<file path="config.mk">
export PLATFORM = sky130hd
export DESIGN_NAME = lab4_net_router_nport
export DESIGN_NICKNAME = d
export VERILOG_FILES = /design/src/rtl/lab4_net_router_nport.sv
export SDC_FILE = /design/constraint.sdc
export NUM_CORES = 1
export LEC_CHECK = 0
export ABC_CLOCK_PERIOD_IN_PS = 4900
export BUFFER_PORTS_ARGS = -buffer_cell sky130_fd_sc_hd__buf_2
export CORE_MARGIN = 2
export CORE_UTILIZATION = 51
export CTS_CLUSTER_DIAMETER = 100
export CTS_CLUSTER_SIZE = 14
export DETAILED_ROUTE_END_ITERATION = 7
export PLACE_DENSITY = 0.88
export SYNTH_ARGS = -nofsm -noshare
export SYNTH_HDL_FRONTEND = slang
export SYNTH_SLANG_ARGS = --single-unit
export TNS_END_PERCENT = 10
</file>
<file path="constraint.sdc">
create_clock -name clk -period 4.9 [get_ports clk]
set_input_delay 0.735 -clock clk [delete_from_list [all_inputs] [get_ports clk]]
set_output_delay 0.735 -clock clk [all_outputs]
set_load 0.005 [all_outputs]
</file>
<file path="src/rtl/lab4_net_router_nport.sv">
// N-port input-queued router: one FIFO per input, one round-robin IDLE/LOCKED arbiter per output.
// Define LAB4_NET_ROUTER_NPORT_BYPASS_EN to let an empty queue forward its incoming message same-cycle.
module lab4_net_router_nport #(
  parameter int unsigned p_num_ports     = 3,
  parameter int unsigned p_queue_depth   = 2,
  parameter int unsigned p_payload_nbits = 32,
  parameter int unsigned p_dest_nbits    = 2
) (
  input  logic                                                  clk,
  input  logic                                                  reset,
  input  logic [p_num_ports-1:0]                                in_val,
  output logic [p_num_ports-1:0]                                in_rdy,
  input  logic [p_num_ports*(p_dest_nbits+p_payload_nbits)-1:0] in_msg,
  output logic [p_num_ports-1:0]                                out_val,
  input  logic [p_num_ports-1:0]                                out_rdy,
  output logic [p_num_ports*(p_dest_nbits+p_payload_nbits)-1:0] out_msg
);

  localparam int unsigned N    = p_num_ports;
  localparam int unsigned D    = p_queue_depth;
  localparam int unsigned M    = p_dest_nbits + p_payload_nbits;
  localparam int unsigned PtrW = (D > 1) ? $clog2(D) : 1;
  localparam int unsigned CntW = $clog2(D + 1);
  localparam int unsigned IdxW = $clog2(N);

  typedef enum logic {StIdle, StLocked} state_e;

  // Input queues
  logic [M-1:0]            mem_q    [N][D];
  logic [PtrW-1:0]         rd_ptr_q [N];
  logic [PtrW-1:0]         wr_ptr_q [N];
  logic [CntW-1:0]         cnt_q    [N];
  logic [N-1:0]            full, empty, enq, deq, push, pop, head_val;
  logic [M-1:0]            head_msg [N];
  logic [p_dest_nbits-1:0] dest     [N];
  logic [IdxW-1:0]         target   [N];

  // Output arbiters
  state_e          state_q [N];
  state_e          state_d [N];
  logic [IdxW-1:0] gnt_q   [N];
  logic [IdxW-1:0] gnt_d   [N];
  logic [IdxW-1:0] ptr_q   [N];
  logic [IdxW-1:0] ptr_d   [N];
  logic [IdxW-1:0] sel     [N];
  logic [N-1:0]    sel_val;
  logic [IdxW-1:0] idx;

  always_comb begin
    for (int i = 0; i < N; i++) begin
      full[i]   = (cnt_q[i] == CntW'(D));
      empty[i]  = (cnt_q[i] == '0);
      in_rdy[i] = !full[i] || reset;
      enq[i]    = in_val[i] && !full[i] && !reset;
`ifdef LAB4_NET_ROUTER_NPORT_BYPASS_EN
      head_val[i] = !empty[i] || enq[i];
      head_msg[i] = empty[i] ? in_msg[i*M +: M] : mem_q[i][rd_ptr_q[i]];
`else
      head_val[i] = !empty[i];
      head_msg[i] = mem_q[i][rd_ptr_q[i]];
`endif
      dest[i]   = head_msg[i][M-1 -: p_dest_nbits];
      // Out-of-range destinations fold onto the last output
      target[i] = (32'(dest[i]) < N) ? IdxW'(dest[i]) : IdxW'(N - 1);
    end
  end

  always_comb begin
    deq     = '0;
    out_val = '0;
    out_msg = '0;
    sel_val = '0;
    idx     = '0;
    for (int o = 0; o < N; o++) begin
      state_d[o] = state_q[o];
      gnt_d[o]   = gnt_q[o];
      ptr_d[o]   = ptr_q[o];
      sel[o]     = '0;
      if (state_q[o] == StLocked) begin
        sel[o]     = gnt_q[o];
        sel_val[o] = 1'b1;
      end else begin
        for (int k = 0; k < N; k++) begin
          idx = IdxW'((32'(ptr_q[o]) + k) % N);
          if (!sel_val[o] && head_val[idx] && target[idx] == IdxW'(o)) begin
            sel_val[o] = 1'b1;
            sel[o]     = idx;
          end
        end
      end
      if (sel_val[o] && !reset) begin
        out_val[o]         = 1'b1;
        out_msg[o*M +: M]  = head_msg[sel[o]];
        if (out_rdy[o]) begin
          deq[sel[o]] = 1'b1;
          ptr_d[o]    = (sel[o] == IdxW'(N - 1)) ? '0 : sel[o] + 1'b1;
          state_d[o]  = StIdle;
        end else if (state_q[o] == StIdle) begin
          gnt_d[o]   = sel[o];
          state_d[o] = StLocked;
        end
      end
    end
  end

  // A bypassed message (enqueued and dequeued while empty) never touches the storage
  always_comb begin
    for (int i = 0; i < N; i++) begin
      push[i] = enq[i] && !(empty[i] && deq[i]);
      pop[i]  = deq[i] && !(empty[i] && enq[i]);
    end
  end

  always_ff @(posedge clk) begin
    if (reset) begin
      for (int i = 0; i < N; i++) begin
        rd_ptr_q[i] <= '0;
        wr_ptr_q[i] <= '0;
        cnt_q[i]    <= '0;
        state_q[i]  <= StIdle;
        gnt_q[i]    <= '0;
        ptr_q[i]    <= '0;
      end
    end else begin
      for (int i = 0; i < N; i++) begin
        if (push[i]) begin
          wr_ptr_q[i] <= (wr_ptr_q[i] == PtrW'(D - 1)) ? '0 : wr_ptr_q[i] + 1'b1;
        end
        if (pop[i]) begin
          rd_ptr_q[i] <= (rd_ptr_q[i] == PtrW'(D - 1)) ? '0 : rd_ptr_q[i] + 1'b1;
        end
        if (push[i] && !pop[i]) begin
          cnt_q[i] <= cnt_q[i] + 1'b1;
        end else if (pop[i] && !push[i]) begin
          cnt_q[i] <= cnt_q[i] - 1'b1;
        end
        state_q[i] <= state_d[i];
        gnt_q[i]   <= gnt_d[i];
        ptr_q[i]   <= ptr_d[i];
      end
    end
  end

  always_ff @(posedge clk) begin
    for (int i = 0; i < N; i++) begin
      if (push[i]) begin
        mem_q[i][wr_ptr_q[i]] <= in_msg[i*M +: M];
      end
    end
  end

endmodule

</file>
# ---- Word level (Yosys, flattened, before mapping)
# Memory sizes are Yosys's and may differ from the RTL's.
# Index checks and enable logic that the tools add are counted.
dict set report totals {
  ff_bits 0
  ramBits 231
  inputBits 110
  elab_cells 427
  memories 7
}
# memory words word_bits read_ports rd_clocked_by_memory_dff wr line_no
set memory_table {}
lappend memory_table {mem_q 3 68 3 0 3 29} ;# logic [M-1:0] mem_q [N][D];
lappend memory_table {cnt_q 3 2 3 0 3 32} ;# logic [CntW-1:0] cnt_q [N];
lappend memory_table {gnt_q 3 2 3 0 3 41} ;# logic [IdxW-1:0] gnt_q [N];
lappend memory_table {ptr_q 3 2 3 0 3 43} ;# logic [IdxW-1:0] ptr_q [N];
lappend memory_table {rd_ptr_q 3 1 3 0 3 30} ;# logic [PtrW-1:0] rd_ptr_q [N];
lappend memory_table {state_q 3 1 3 0 3 39} ;# state_e state_q [N];
lappend memory_table {{1 more memories} n/a n/a n/a n/a n/a n/a}
dict set report classes {
  n_addsub 21
  n_div 9
  n_lt_le_gt_ge 39
  eq_ne 12
  n_mux 216
  n_bitwise 41
  reduce_logical 82
}
# cell count
set op_table {}
lappend op_table {{$mux 34} 21}
lappend op_table {{$bmux 34 s2} 3}
lappend op_table {{$mux 68} 3}
lappend op_table {{$mod 32x2->32 const B} 6}
lappend op_table {{$mux 2} 63}
lappend op_table {{$demux 34 s1} 3}
lappend op_table {{$mod 2x2->32 const B} 3}
lappend op_table {{$mux 1} 96}
lappend op_table {{$logic_and 1x1->1} 48}
lappend op_table {{$bmux 2 s2} 9}
lappend op_table {{$ge 3x3->1 const B} 12}
lappend op_table {{$lt 2x3->1 const B} 12}
lappend op_table {{$not 2->3} 12}
lappend op_table {{$logic_not 1->1} 25}
lappend op_table {{$or 1x1->1} 21}
lappend op_table {{$bmux 1 s2} 9}
lappend op_table {{$eq 2x2->1 const B} 9}
lappend op_table {{$mux 3} 6}
lappend op_table {{$add 2x1->2 const B} 6}
lappend op_table {{$ge 2x2->1 const B} 6}
lappend op_table {{$logic_not 2->1} 6}
lappend op_table {{$not 1->2} 6}
lappend op_table {{$add 2x1->3 const B} 3}
lappend op_table {{$add 2x2->3 const B} 3}
lappend op_table {{other kinds (9)} 29}

# ---- Logic depth before layout (Yosys ltp)
dict set report logic_depth {
  depth_word 45
  mapped_depth 14
}

# ---- Worst setup path before layout
# OpenSTA, ideal clock, no wires.
dict set report synth_path {
  path_type {register to register}
  start {memory ptr_q[0][4] (netlist name)}
  end {memory mem_q[0][0] (netlist name) (enable)}
  setup_ps 425
  arrival_ps 4311
  required_ps 4475
  path_slack_ps 163
  stages_incl_launch_ff 14
  n_path_buf 2
  synth_period_minus_slack_ps 4737
  path_cell_list {dfxtp_1 > inv_1 > ha_1 > clkbuf_1 > nor2_1 > a32o_1 > o41a_1 > o41a_1 > buf_2 > o211ai_2 > o311a_4 > a21o_1 > nand3_1 > nor2_1}
}
# item line_no
set synth_rtl {}
lappend synth_rtl {{start: declaration} 43}
lappend synth_rtl {{end: declaration} 29}

==> out/qor.txt <==
First-pass GRT wire length: 55500 um
Vias per cell: 6.39
Fin. Hold Viols: 0
Cell taking the most area after synthesis: edfxtp_1
Dpl cells: 1618
Hpwl dp: 26200 um
Drt first pass iters: 8
Die ar.: 25000 um2
Core Region: 23400 um2
Syn-to-layout area delta: 18.9%
Nets: 1449
Via count: 10700
Initial antenna violation count: 7
# DRC: 0
Pwr Density: 708 nW/um2
Root Driver: clkbuf_16
Clock sink count: 231
GRT Residual Overflow: 0
Synth unique cells: 71
Max-cap violations: 0
Setup Crit Path Kind: register to primary output
Vias in the first global route: 10000
Startpoint class of the critical path: register
Routed WL: 38900 um
Worst-margin pin slew: 0.842 ns
Synth top area share: 0.536
Crit path max fanout: 34
Syn Area/Cell: 10.8 um2
Top post-synthesis cells by area: edfxtp_1, mux2i_1, nor2_1
# hold bufs at CTS: 0
EDFF count, synth: 216
Worst Hold Path Cells: 1
Clock transition at path regs: 0.07 ns
Clock skew: 0.0165 ns
Synth Instances: 1125
Num rows: 56
Main synth FF type: edfxtp_1
Fillers: 1872
Register area share after synthesis: 0.560
Synth cell count leaders: edfxtp_1, nor2_1, nand2_1, a21oi_1, mux2i_1
Min Tclk post-route: 4.80 ns
FMAX: 208 MHz
Largest net degree at the start of global routing: 45
Max clock buf depth: 3
Final setup vio count: 0
Io pins: 218
Skew-Pair Late Insertion Delay: 0.50 ns
Initial core utilization: 0.518
Slew HR: 0.437
DR WL/cell: 23.3 um
Final Non-Filler Cells: 1667
LEAKAGE: 5.51 nW
Hold Crit Class: input pin to register
CP Capture Type: primary output
H-tree depth: 1
Most frequent cell after synthesis: edfxtp_1
CTS tree: built
Synth warn: 0
RSZ-0062 raised after global routing: no
CTS Buf Count: 20
Reg2reg path depth: 13
Reg2reg setup slack: 0.28 ns
Async SR Flop Fraction: 0
Share of layout cells above drive strength 1: 0.269
CP arrival: 4.07 ns
Cell Area, Placed: 13700 um2
Status: finished, final reports clean
Final core occ: 0.615
Synthesis-stage register bit count: 231
Detailed Route Iter0 Violations: 1370
IO Port Bufs: 217
Max Transition Viols Final: 0
Synthesized net count: 1244
Die Height: 158 um
Fin area: 14400 um2
Post-Synthesis Cell Area: 12100 um2
GP Congestion: 0.974
Tcrit/Tclk final: 0.980
Maximum VDD drop: 0.447 mV
Setup TNS Final: 0 ns
Crit path required time: 4.16 ns
Remaining antenna violation count after routing: 0
Gr usage total: 0.294
DIE WIDTH: 158 um
[layout by cell type, fill, tap and decap left out, types with 15 or more instances in the layout]
cell type,n
buf_2,218
edfxtp_1,216
nor2_1,165
nand2_1,164
a21oi_1,82
mux2i_1,76
a32oi_1,66
nor3_1,45
buf_4,40
mux2_2,37
inv_1,24
clkbuf_16,21
dfxtp_1,15
[area by class of cell]
class	count	area, um2	share of cell area
antenna	4	10.0	0.000695
clock buffer	35	578	0.0401
clock inverter	1	8.76	0.000608
inverter	24	90.1	0.00625
multi-input combinational	790	5060	0.351
sequential	231	6790	0.471
tap	319	399	0.0277
timing repair buffer	263	1470	0.102
[logic make-up (layout without fill, tap and decap cells)]
group                      count (synthesis)  count (layout)  share of synthesized area
AOI/OAI and AO/OA                        220             220                      0.136
xor gates and xnor gates                   6               6                    0.00558
adders and majority gates                  9               9                    0.00930
buffers and inverters                    106             323                     0.0342
DFF                                      231             231                      0.560
muxes                                    118             118                      0.102
other                                      0               4                          0
and+or+nand+nor                          435             437                      0.153
[flip-flops by register name, summed over array words and instances, names as in the netlist]
name      count
gnt_q         6
mem_q       204
state_q       3
ptr_q         6
rd_ptr_q      3
cnt_q         6
wr_ptr_q      3
[routing by layer]
metal / wire length (um) / part of all wire / track usage / vias up
met4: 2230 / 0.057 / 0.155 / 4
met2: 17900 / 0.46 / 0.479 / 888
met5: 23 / 0.00059 / 0 / -
met3: 4880 / 0.13 / 0.0526 / 182
li1: - / - / - / 4598
met1: 13900 / 0.36 / 0.377 / 4982
[power breakdown]
part / internal (mW) / switching, mW / total [mW] / leakage, nW
registers: 2.48 / 0.158 / 2.64 / 2.11
clock network: 0.803 / 0.691 / 1.49 / 0.280
logic: 2.17 / 3.89 / 6.06 / 3.12
[through the flow]
stage | total power, mW | worst slack (ns) | hold WS, ns
floorplan | 6.25 | 0.163 | 0.453
global route | 10.6 | 0.00182 | 0.418
global placement | 8.15 | 0.477 | 0.463
CTS | 9.78 | 0.0253 | 0.416
finish | 10.2 | 0.0965 | 0.426
detailed placement | 8.26 | 0.358 | 0.476
[worst max-delay path, stage by stage (launching register included)]
cell and delay [ns]:
dfxtp_1 0.36, inv_1 0.05, ha_1 0.41, or3_1 0.45
a22oi_1 0.33, o31ai_1 0.13, a211oi_2 0.43, nor2_1 0.13
nand2_1 0.30, buf_6 0.38, a32oi_1 0.15, nor2_1 0.26
buf_2 0.17
[worst paths after layout]
kind                             startpoint            end
worst max-delay path            ptr_q[0][4]    out_msg[72]
worst min-delay path             in_msg[81]  mem_q[0][149]
worst max register to register  ptr_q[0][4]  mem_q[0][142]
worst min register to register  ptr_q[0][2]    ptr_q[0][2]
[timing repair]
action | in CTS | in global routing
setup endpoints to repair | 44 | 61
resized for setup | 3 | 6
pin swaps | 2 | 3
gates cloned | 0 | 2
setup buffers | 0 | 7
(Power assumes the default switching activity.)
